==> config.mk <==
export PLATFORM = sky130hd
export DESIGN_NAME = pc_ras
export DESIGN_NICKNAME = d
export VERILOG_FILES = /design/src/rtl/pc_ras.sv
export SDC_FILE = /design/constraint.sdc
export NUM_CORES = 1
export LEC_CHECK = 0
export BUFFER_PORTS_ARGS = -buffer_cell sky130_fd_sc_hd__clkbuf_2
export CAP_MARGIN = 20
export CORE_AREA = 3 3 61 63
export DETAILED_ROUTE_END_ITERATION = 8
export DIE_AREA = 0 0 64 66
export GPL_TIMING_DRIVEN = 0
export PLACE_DENSITY_LB_ADDON = 0.3
export SLEW_MARGIN = 25
export SYNTH_ARGS = -nofsm -noshare
export SYNTH_HDL_FRONTEND = slang
export SYNTH_SLANG_ARGS = --single-unit
export TNS_END_PERCENT = 10
==> constraint.sdc <==
create_clock -name clk -period 2.7 [get_ports clk]
set_input_delay 0.135 -clock clk [delete_from_list [all_inputs] [get_ports clk]]
set_output_delay 0.135 -clock clk [all_outputs]
set_load 0.005 [all_outputs]
==> src/rtl/pc_ras.sv <==
// Fetch-stage program counter with branches, absolute jumps and a circular return-address stack.
// Optional macro PC_RAS_EN enables RAS storage; without it CALL acts as JABS and RET as NEXT.
module pc_ras #(
  parameter int PC_W      = 8,
  parameter int OFF_W     = 8,
  parameter int RAS_DEPTH = 4,
  parameter int START_PC  = 0
) (
  input  logic                           clk,
  input  logic                           reset,
  input  logic                           stall,
  input  logic [2:0]                     ctl,
  input  logic                           z,
  input  logic                           neg,
  input  logic [OFF_W-1:0]               bamt,
  input  logic [PC_W-1:0]                target,
  output logic [PC_W-1:0]                PC,
  output logic [$clog2(RAS_DEPTH+1)-1:0] ras_count,
  output logic                           ras_ovf,
  output logic                           ras_unf,
  output logic                           halted
);

  localparam int CNT_W = $clog2(RAS_DEPTH + 1);

  localparam logic [2:0] CMD_NEXT = 3'd0;
  localparam logic [2:0] CMD_BRZ  = 3'd1;
  localparam logic [2:0] CMD_BRN  = 3'd2;
  localparam logic [2:0] CMD_JREL = 3'd3;
  localparam logic [2:0] CMD_JABS = 3'd4;
  localparam logic [2:0] CMD_CALL = 3'd5;
  localparam logic [2:0] CMD_RET  = 3'd6;
  localparam logic [2:0] CMD_HALT = 3'd7;

  logic [PC_W-1:0] pc_q, pc_d;
  logic            halted_q, halted_d;
  logic [PC_W-1:0] pc_inc, pc_rel, off_ext;

  // Size cast of a signed operand sign-extends the offset to PC width.
  assign off_ext = PC_W'($signed(bamt));
  assign pc_inc  = pc_q + PC_W'(1);
  assign pc_rel  = pc_q + off_ext;

`ifdef PC_RAS_EN
  localparam int PTR_W = $clog2(RAS_DEPTH);

  logic [PC_W-1:0]  ras_mem [RAS_DEPTH];
  logic [PTR_W-1:0] tos_q, tos_d, tos_prev, tos_adv;
  logic [CNT_W-1:0] cnt_q, cnt_d;
  logic             ovf_q, ovf_d, unf_q, unf_d;
  logic             push, pop, ras_full;

  // tos points at the next free slot; the newest entry sits just below it.
  assign tos_prev = (tos_q == '0) ? PTR_W'(RAS_DEPTH - 1) : tos_q - PTR_W'(1);
  assign tos_adv  = (tos_q == PTR_W'(RAS_DEPTH - 1)) ? '0 : tos_q + PTR_W'(1);
  assign ras_full = (cnt_q == CNT_W'(RAS_DEPTH));
`endif

  always_comb begin
    pc_d     = pc_q;
    halted_d = halted_q;
`ifdef PC_RAS_EN
    push  = 1'b0;
    pop   = 1'b0;
    tos_d = tos_q;
    cnt_d = cnt_q;
    ovf_d = ovf_q;
    unf_d = unf_q;
`endif
    if (!stall && !halted_q) begin
      case (ctl)
        CMD_NEXT: pc_d = pc_inc;
        CMD_BRZ:  pc_d = z   ? pc_rel : pc_inc;
        CMD_BRN:  pc_d = neg ? pc_rel : pc_inc;
        CMD_JREL: pc_d = pc_rel;
        CMD_JABS: pc_d = target;
        CMD_CALL: begin
          pc_d = target;
`ifdef PC_RAS_EN
          push  = 1'b1;
          tos_d = tos_adv;
          if (ras_full) ovf_d = 1'b1;
          else          cnt_d = cnt_q + CNT_W'(1);
`endif
        end
        CMD_RET: begin
`ifdef PC_RAS_EN
          if (cnt_q != '0) begin
            pop   = 1'b1;
            pc_d  = ras_mem[tos_prev];
            tos_d = tos_prev;
            cnt_d = cnt_q - CNT_W'(1);
          end else begin
            pc_d  = pc_inc;
            unf_d = 1'b1;
          end
`else
          pc_d = pc_inc;
`endif
        end
        CMD_HALT: halted_d = 1'b1;
        default:  pc_d = pc_q;
      endcase
    end
  end

  always_ff @(posedge clk) begin
    if (reset) begin
      pc_q     <= PC_W'(START_PC);
      halted_q <= 1'b0;
`ifdef PC_RAS_EN
      tos_q <= '0;
      cnt_q <= '0;
      ovf_q <= 1'b0;
      unf_q <= 1'b0;
`endif
    end else begin
      pc_q     <= pc_d;
      halted_q <= halted_d;
`ifdef PC_RAS_EN
      tos_q <= tos_d;
      cnt_q <= cnt_d;
      ovf_q <= ovf_d;
      unf_q <= unf_d;
`endif
    end
  end

`ifdef PC_RAS_EN
  // Storage has no reset; emptiness is tracked solely by cnt_q.
  always_ff @(posedge clk) begin
    if (push && !reset) ras_mem[tos_q] <= pc_inc;
  end

  logic unused_pop;
  assign unused_pop = pop;

  assign ras_count = cnt_q;
  assign ras_ovf   = ovf_q;
  assign ras_unf   = unf_q;
`else
  assign ras_count = '0;
  assign ras_ovf   = 1'b0;
  assign ras_unf   = 1'b0;
`endif

  assign PC     = pc_q;
  assign halted = halted_q;

endmodule
==> impl_metrics.csv, run 1 <==
group,metric,value,unit
power_and_ir_drop,vdd_drop_max,131,uV
cts,cts_tree,"built",
synth,synth_top_area_cell,"dfxtp_1",
cts,cts_sinks,9,
cts,insertion_delay,0.26,ns
setup_path,rr_endpoint,"PC[6]",
finish,nets,221,
synth,synth-edff-count,0,
setup_path,path_cells,"ha_1, inv_1, fa_1, nor2b_1, o21ai_0, a21boi_1, mux2i_1, o21ai_0, a211oi_1",
floorplan,num_rows,21,
finish,areaGrowthSynthToFinish,21.1,%
timing,hold_violations,0,
global_route,grt_start_max_net_pins,10,
floorplan,ios,38,
finish,utilization,41.7,%
cts,clk_pin_slew_worst_paths,0.06,ns
cts,cts_hold_buf,0,
synth,ys_top_cells_by_count,"nor2_1 (20), nand2_1 (11), a21oi_1 (10), dfxtp_1 (9)",
setup_path,cp.depth,9,
global_route,track_usage,14.1,%
setup_path,cp_slowest_stage_delay,0.47,ns
setup_path,r2r_cells,9,
synth,synth.most_common_cell,"nor2_1",
synth,synthCells,151,
setup_path,cp-end-kind,"flop",
cts,cts.htree.levels,1,
global_route,antenna_found_initial,0,
floorplan,die_w,64,um
synth,ys_seq_area_share,15.9,%
setup_path,worst_path_max_delay_cell,"dfxtp_1",
global_route,grt.overflow.total,0,
power_and_ir_drop,p_per_area,361,nW/um^2
routing,ant_nets,0,
synth,synth.yosys.warnings,0,
cts,post-cts-setup-buffers,0,
setup_path,reg2reg_from,"PC[0]",
setup_path,path_buf_inv,1,
setup_path,worst_path_most_repeated_cell,"o21ai_0",
placed_design,globalplace.congestion,0.777,
worst_hold_path,hold_depth,4,
global_route,grt_pass1_wl,4650,um
worst_hold_path,hp-class,"input port to flop",
setup_path,arrival,2.45,ns
setup_path,rrSetupSlack,0.43,ns
routing,drc,0,
timing,setup_viol,0,
floorplan,die_area,4220,um^2
timing,finClkSkew,0.00110,ns
power_and_ir_drop,leakage,0.613,nW
finish,diodes,0,
cts,clockBufferDepth,2,
setup_path,required,2.88,ns
timing,drv_slew,0,
timing,max_freq,0.441,GHz
synth,synth_top_area_share,15.9,%
setup_path,critical-path-top-delay-family,"adder cells",
timing,min_period,2.27,ns
setup_path,critPathMaxFanout,7,
routing,wirelength,2810,um
timing,fin_crit_sh,83.9,%
run_status,status,"complete, no violations",
routing,via_per_inst,4.97,
cts,root_buffer,"clkbuf_4",
global_route,grt_pass1_vias,1032,
synth,syn_area_per_cell,7.49,um^2
routing,wl_per_cell,12.1,um
synth,syn_area,1130,um^2
floorplan,die_h,66,um
finish,drive_above_1_share,25.1,%
floorplan,coreArea,3280,um^2
flow_run,maxCapViolCount,0,
placed_design,placed_area,1340,um^2
setup_path,crit_type,"flop to flop",
routing,first_iter_violations,59,
placed_design,io_buffers,28,
synth,async_flop_share,0,%
finish,final_cell_area,1370,um^2
setup_path,startpoint,"PC[0]",
synth,ys_types,48,
routing,vias,1157,
placed_design,place_hpwl,2300,um
setup_path,cp-endpoint,"PC[6]",
synth,synth_ff_type,"dfxtp_1",
cts,cts_buffers,3,
synth,ys_ff_latch,9,
synth,synth.area.top_cells,"dfxtp_1 (16%), ha_1 (8.8%), nor2_1 (6.6%)",
setup_path,crit_path_start_kind,"flop",
floorplan,initial_core_util,34.4,%
cts,cts_resized,0,
routing,drt-pass1-iter-count,4,
timing,rsz0062_at_grt,"false",
timing,finalSetupTns,0,ns
[placed cells by master, fill, tap and decap left out, types with 2 or more instances in the layout]
cell       n
xor2_1     2
buf_6      2
inv_1      7
o21ai_1    2
xnor2_1    8
o31a_1     2
nand3_1    4
buf_4      5
a31oi_1    2
nand2b_1   2
clkbuf_1   4
clkbuf_4   3
a21o_1     3
nor2_1    20
a21oi_1   10
nor3_1     2
mux2i_1    3
nand2_1   11
a211oi_1   3
ha_1       8
o21ai_0    8
nor2b_1    4
clkbuf_2  28
a221oi_1   2
dfxtp_1    9
o21a_1     3
nand3b_1   2
nor3_2     2
conb_1     5
[per-layer routing]
layer	share of wire, %	vias to the layer above	GRT usage [%]
li1	-	606	-
met1	49	517	19.6
met2	45	32	22.3
met3	5.0	2	0.680
met4	0.64	0	6.20
met5	0	-	0
[power by group]
| part | internal (mW) | switching, mW | total, mW |
|---|---|---|---|
| logic | 0.108 | 0.113 | 0.221 |
| registers | 0.145 | 0.0218 | 0.167 |
| clock network | 0.0571 | 0.0505 | 0.108 |
[metrics by stage]
step                      instances  setup slack [ns]  total power, mW  hold WS (ns)
final                           233             0.435            0.495         0.169
after detailed placement        229             0.412            0.392         0.446
after floorplan                 155             0.727            0.326         0.318
after CTS                       233             0.404            0.502         0.165
after global routing            233             0.245            0.543         0.223
after global placement          229             0.450            0.390         0.457
[flip-flops by register name (all words and copies together), names as in the netlist]
name	flops
halted	1
PC	8
[worst min-delay path by stage]
stage,startpoint,to
finish,stall,halted
global route,stall,halted
CTS,stall,halted
detailed placement,stall,halted
global placement,stall,halted
floorplan,stall,halted
[final cells by class]
class | count | area, um^2
multi-input cells | 128 | 865
clock buffers | 4 | 26.3
plain buffers | 11 | 75.1
fillers | 381 | 1910
flip-flops and latches | 9 | 180
inverters | 7 | 26.3
repair buffers | 28 | 140
well taps | 46 | 57.6
[worst register-to-register path, delay by kind of cell, from the launching register on]
| family | cells | cell delay, ns |
|---|---|---|
| adder cells (fa/ha/maj) | 2 | 0.66 |
| AO/OA/AOI/OAI | 4 | 0.66 |
| flip-flops | 1 | 0.47 |
| multiplexers | 1 | 0.21 |
| AND/OR/NAND/NOR | 1 | 0.12 |
| buffers and inverters | 1 | 0.07 |
[cells by family (layout without fill, tap and decap cells)]
| family | after synthesis | after routing | share of synthesized area, % |
|---|---|---|---|
| compound gates | 47 | 47 | 28.5 |
| simple gates | 54 | 54 | 25.2 |
| flops | 9 | 9 | 15.9 |
| mux | 3 | 3 | 2.65 |
| other cells | 1 | 5 | 0.332 |
| xor+xnor | 10 | 10 | 7.74 |
| fa+ha+maj | 9 | 9 | 10.6 |
| buf+inv | 18 | 50 | 8.96 |
Note: power is estimated with default switching activity, not from simulation.
==> run 2: changes to the inputs <==
- clock period: 2.7 -> 1.9 ns (I/O delays scaled with it)
==> run 2 against run 1 <==
- clock skew grew 0.0024 ns
- die area did not move
- register-to-register slack got worse by 0.34 ns
- wire length up 0.14%
- global-route usage down 0.25 points
- power increased by 45%
- highest routed layer unchanged
- setup slack lost 0.34 ns
- fmax increased by 26%
- sequential share of layout area about the same
==> impl_metrics.csv, run 2 (synthesized netlist as in run 1, its figures left out) <==
group,metric,value,unit
finish,largest_reg_flops,8,
routing,vias,1152,
setup_path,crit_path_start_kind,"flop",
cts,clk_pin_slew_worst_paths,0.07,ns
global_route,grt_start_max_net_pins,10,
timing,hold_slack,0.137,ns
setup_path,crit_type,"flop to flop",
timing,min_period,1.80,ns
setup_path,critPathMaxFanout,3,
placed_design,io_buffers,28,
floorplan,ios,38,
global_route,track_usage,13.8,%
routing,ant_nets,0,
worst_hold_path,hp-class,"input port to flop",
global_route,gr-max-usage-layer,"met2",
setup_path,cp.depth,9,
cts,cts_sinks,9,
finish,final_cell_mix,"clkbuf_2 (28), nor2_1 (20), nand2_1 (11)",
placed_design,placed_area,1350,um^2
power_and_ir_drop,design_power_total,0.718,mW
setup_path,arrival,1.98,ns
timing,setup_viol,0,
setup_path,cp-endpoint,"PC[6]",
floorplan,die_h,66,um
floorplan,initial_core_util,34.4,%
placed_design,place_hpwl,2290,um
setup_path,cp_slowest_stage_delay,0.35,ns
global_route,antenna_found_initial,0,
timing,drv_slew,0,
floorplan,coreArea,3280,um^2
finish,drive_above_1_share,30.3,%
finish,final_common_cell,"clkbuf_2",
floorplan,die_area,4220,um^2
run_status,status,"complete, no violations",
global_route,grt_pass1_vias,1046,
setup_path,critical-path-top-delay-family,"compound AO/OA/AOI/OAI gates",
setup_path,required,2.08,ns
routing,wirelength,2820,um
global_route,met2_usage,22.5,%
routing,first_iter_violations,33,
setup_path,startpoint,"PC[0]",
timing,max_freq,0.555,GHz
timing,fin_crit_sh,94.9,%
power_and_ir_drop,p_per_area,508,nW/um^2
setup_path,path_cells,"ha_4, inv_1, fa_2, nor2b_2, o21ai_2, a21boi_2, mux2i_1, o21ai_1, a211oi_1",
setup_path,worst_path_max_delay_cell,"dfxtp_4",
global_route,grt.overflow.total,0,
setup_path,reg2reg_from,"PC[0]",
routing,drt-pass1-iter-count,4,
timing,rsz0062_at_grt,"true",
cts,cts_tree,"built",
placed_design,dp.cells,229,
routing,via_per_inst,4.92,
floorplan,die_w,64,um
setup_path,cp-end-kind,"flop",
finish,areaGrowthSynthToFinish,24.9,%
routing,drc,0,
setup_path,path_buf_inv,1,
power_and_ir_drop,leakage,0.621,nW
global_route,use_met3,0.680,%
flow_run,maxCapViolCount,0,
timing,finClkSkew,0.00346,ns
setup_path,rrSetupSlack,0.1,ns
placed_design,place_ws,-0.240,ns
floorplan,num_rows,21,
placed_design,globalplace.congestion,0.827,
routing,wl_per_cell,12.0,um
worst_hold_path,hp-start,"stall",
power_and_ir_drop,vdd_drop_max,183,uV
cts,clockBufferDepth,2,
global_route,grt_pass1_wl,4640,um
cts,root_buffer,"clkbuf_4",
finish,nets,222,
finish,diodes,0,
finish,fin_cells,234,
timing,setup_slack,0.0978,ns
setup_path,rr_endpoint,"PC[6]",
cts,cts.htree.levels,1,
setup_path,r2r_cells,9,
global_route,use_met1,19.4,%
finish,fillers,367,
cts,insertion_delay,0.26,ns
cts,cts_buffers,3,
finish,final_cell_area,1410,um^2
timing,hold_violations,0,
## run 2: worst register-to-register path: stages (launching register included)
cell      delay (ns)
dfxtp_4         0.35
ha_4            0.13
inv_1           0.05
fa_2            0.35
nor2b_2         0.13
o21ai_2         0.07
a21boi_2        0.17
mux2i_1         0.20
o21ai_1         0.08
a211oi_1        0.18
## run 2: final cells by class
type | instances | area, um^2 | area share [%]
buffer | 11 | 75.1 | 5.31
inverter | 7 | 26.3 | 1.86
clock buffer | 4 | 26.3 | 1.86
timing repair buffer | 29 | 148 | 10.5
multi-input combinational | 128 | 893 | 63.2
tap | 46 | 57.6 | 4.07
sequential | 9 | 186 | 13.2
## run 2: worst min path at each step
stage          endpoint  depth (start not counted)
6_report         halted                          4
5_1_grt          halted                          4
4_1_cts          halted                          4
3_5_place_dp     halted                          4
3_3_place_gp     halted                          4
2_1_floorplan    halted                          3
## run 2: repair_timing
action                                  4_1_cts  5_1_grt
endpoints found under the setup margin        5        5
pin swaps                                     1        1
gates resized for setup                       7        5
hold buffers                                  0        0
buffers inserted                              1        0
endpoints found under the hold margin         0        0
## run 2: metal layers
layer,wire [um],vias up
met5,0,-
met4,8,0
met3,201,2
met2,1290,42
met1,1320,506
li1,-,602
## run 2: where the power goes
group / internal [mW] / switching [mW] / total, mW
logic: 0.162 / 0.169 / 0.331
registers: 0.207 / 0.0281 / 0.235
clock network: 0.0811 / 0.0710 / 0.152
## run 2: stage by stage
stage | setup TNS, ns | utilization, %
global route | -0.0195 | 43.0
finish | 0 | 43.0
floorplan | 0 | -
global placement | -0.363 | 41.0
detailed placement | -0.385 | 41.0
CTS | 0 | 42.7
==> run 3: changes to the inputs <==
- CORE_AREA: 3 3 61 63 -> 3 3 55 57
- DIE_AREA: 0 0 64 66 -> 0 0 58 60
==> run 3 against run 2 <==
- non-clock buffer count grew 2
- final cell count shrank 6.0%
- utilization grew 14 points
- global-route usage grew 5.0 points
- fmax shrank 3.7%
- sequential share of layout area is essentially flat
- via count grew 6.3%
- combinational power grew 6.6%
- clock power grew 3%
- critical endpoint unchanged
- highest routed layer unchanged
==> impl_metrics.csv, run 3 (synthesized netlist as in run 1, its figures left out) <==
group,metric,value,unit
routing,ant_nets,0,
finish,final_cell_mix,"clkbuf_2 (28), nor2_1 (20), nand2_1 (11)",
placed_design,io_buffers,28,
setup_path,crit_path_start_kind,"flop",
power_and_ir_drop,vdd_drop_max,312,uV
timing,maxSlewHeadroom,64.8,%
floorplan,die_h,60,um
setup_path,crit_type,"flop to flop",
timing,drv_slew,0,
finish,nets,224,
floorplan,num_rows,18,
power_and_ir_drop,p_per_area,522,nW/um^2
floorplan,die_w,58,um
placed_design,place_hpwl,2410,um
setup_path,required,2.09,ns
floorplan,initial_core_util,44.8,%
routing,first_iter_violations,42,
timing,min_period,1.87,ns
setup_path,path_cells,"ha_4, inv_2, fa_2, nor2b_2, o21ai_2, a21boi_2, mux2i_1, o21ai_1, a211oi_2",
worst_hold_path,hold_depth,4,
global_route,antenna_found_initial,0,
flow_run,maxCapViolCount,0,
timing,fin_crit_sh,98.5,%
setup_path,rrSetupSlack,0.03,ns
worst_hold_path,worstHoldEndpoint,"halted",
global_route,track_usage,18.8,%
floorplan,die_area,3480,um^2
routing,via_per_inst,5.56,
routing,wirelength,3050,um
finish,largest_reg_flops,8,
placed_design,globalplace.congestion,0.865,
placed_design,place_ws,-0.188,ns
finish,diodes,0,
cts,clockBufferDepth,2,
setup_path,cp_slowest_stage_delay,0.40,ns
setup_path,worst_path_max_delay_cell,"fa_2",
cts,cts.htree.levels,1,
setup_path,r2r_cells,9,
global_route,grt_pass1_vias,1132,
finish,fin_cells,220,
worst_hold_path,hp-class,"input port to flop",
floorplan,coreArea,2520,um^2
finish,areaGrowthSynthToFinish,26.3,%
cts,insertion_delay,0.27,ns
run_status,status,"complete, no violations",
placed_design,dp.cells,213,
timing,setup_slack,0.0290,ns
routing,vias,1224,
finish,utilization,56.6,%
global_route,grt_start_max_net_pins,10,
setup_path,cp-end-kind,"flop",
worst_hold_path,hp-start,"stall",
routing,wl_per_cell,13.9,um
finish,drive_above_1_share,33.2,%
timing,finClkSkew,0.00153,ns
timing,tightest_slew,0.527,ns
timing,rsz0062_at_grt,"true",
cts,cts_tree,"built",
timing,max_freq,0.534,GHz
setup_path,critical-path-top-delay-family,"adder cells",
power_and_ir_drop,leakage,0.636,nW
setup_path,rr_endpoint,"PC[6]",
setup_path,critPathMaxFanout,2,
floorplan,ios,38,
setup_path,reg2reg_from,"PC[0]",
global_route,grt.overflow.total,0,
global_route,grt_pass1_wl,5070,um
cts,clk_pin_slew_worst_paths,0.07,ns
routing,drt-pass1-iter-count,4,
cts,root_buffer,"clkbuf_4",
routing,drc,0,
timing,setup_viol,0,
cts,cts_sinks,9,
cts,cts_buffers,3,
setup_path,path_buf_inv,1,
timing,hold_violations,0,
finish,final_common_cell,"clkbuf_2",
setup_path,arrival,2.06,ns
## run 3: repair_timing
action                     4_1_cts  5_1_grt
gates resized for setup          8        9
setup endpoints to repair        5        4
pin swaps                        1        5
gates cloned                     0        0
buffers inserted                 1        2
hold buffers                     0        0
## run 3: how the worst max path moves through the flow
| stage | startpoint | endpoint | slack (ns) | cells past startpoint |
|---|---|---|---|---|
| after global placement | PC[0] | PC[6] | -0.18 | 9 |
| after CTS | PC[0] | PC[6] | -0.006 | 9 |
| after global routing | PC[0] | PC[6] | -0.07 | 9 |
| after floorplan | PC[0] | PC[6] | 0.02 | 9 |
| final | PC[0] | PC[6] | 0.03 | 9 |
| after detailed placement | PC[0] | PC[6] | -0.19 | 9 |
## run 3: final cells by class
type / instances / area, um^2
inverters: 7 / 26.3
repair buffers: 31 / 163
multi-input cells: 128 / 912
flip-flops and latches: 9 / 189
clock buffers: 4 / 26.3
plain buffers: 11 / 75.1
well taps: 30 / 37.5
fillers: 255 / 1090
## run 3: tightest hold or removal path, cell delays in order
cell	delay, ns
clkbuf_2	0.09
nor2_1	0.04
nor2_1	0.08
nor2_1	0.04
## run 3: where the power goes
group / switching, mW / internal [mW] / total, mW / leakage, nW
clock: 0.0755 / 0.0813 / 0.157 / 0.0150
combinational: 0.180 / 0.173 / 0.353 / 0.545
sequential: 0.0292 / 0.207 / 0.236 / 0.0760
total: 0.284 / 0.461 / 0.746 / 0.636
## run 3: through the flow
step | TNS (ns) | hold slack (ns) | power, mW | instance area [um^2]
after floorplan | 0 | 0.278 | 0.464 | 1150
after global placement | -0.227 | 0.402 | 0.543 | 1330
after detailed placement | -0.297 | 0.409 | 0.559 | 1330
after CTS | -0.00640 | 0.133 | 0.723 | 1380
after global routing | -0.166 | 0.160 | 0.806 | 1430
final | 0 | 0.126 | 0.746 | 1430
## run 3: routing by layer
metal / vias to the layer above / share of wire [%] / wire length (um) / global-route usage (%)
met1: 558 / 42 / 1290 / 23.4
met5: - / 0 / 0 / 0
met2: 51 / 49 / 1490 / 33.4
met3: 5 / 7.2 / 221 / 1.51
li1: 610 / - / - / -
met4: 0 / 1.5 / 46 / 7.62
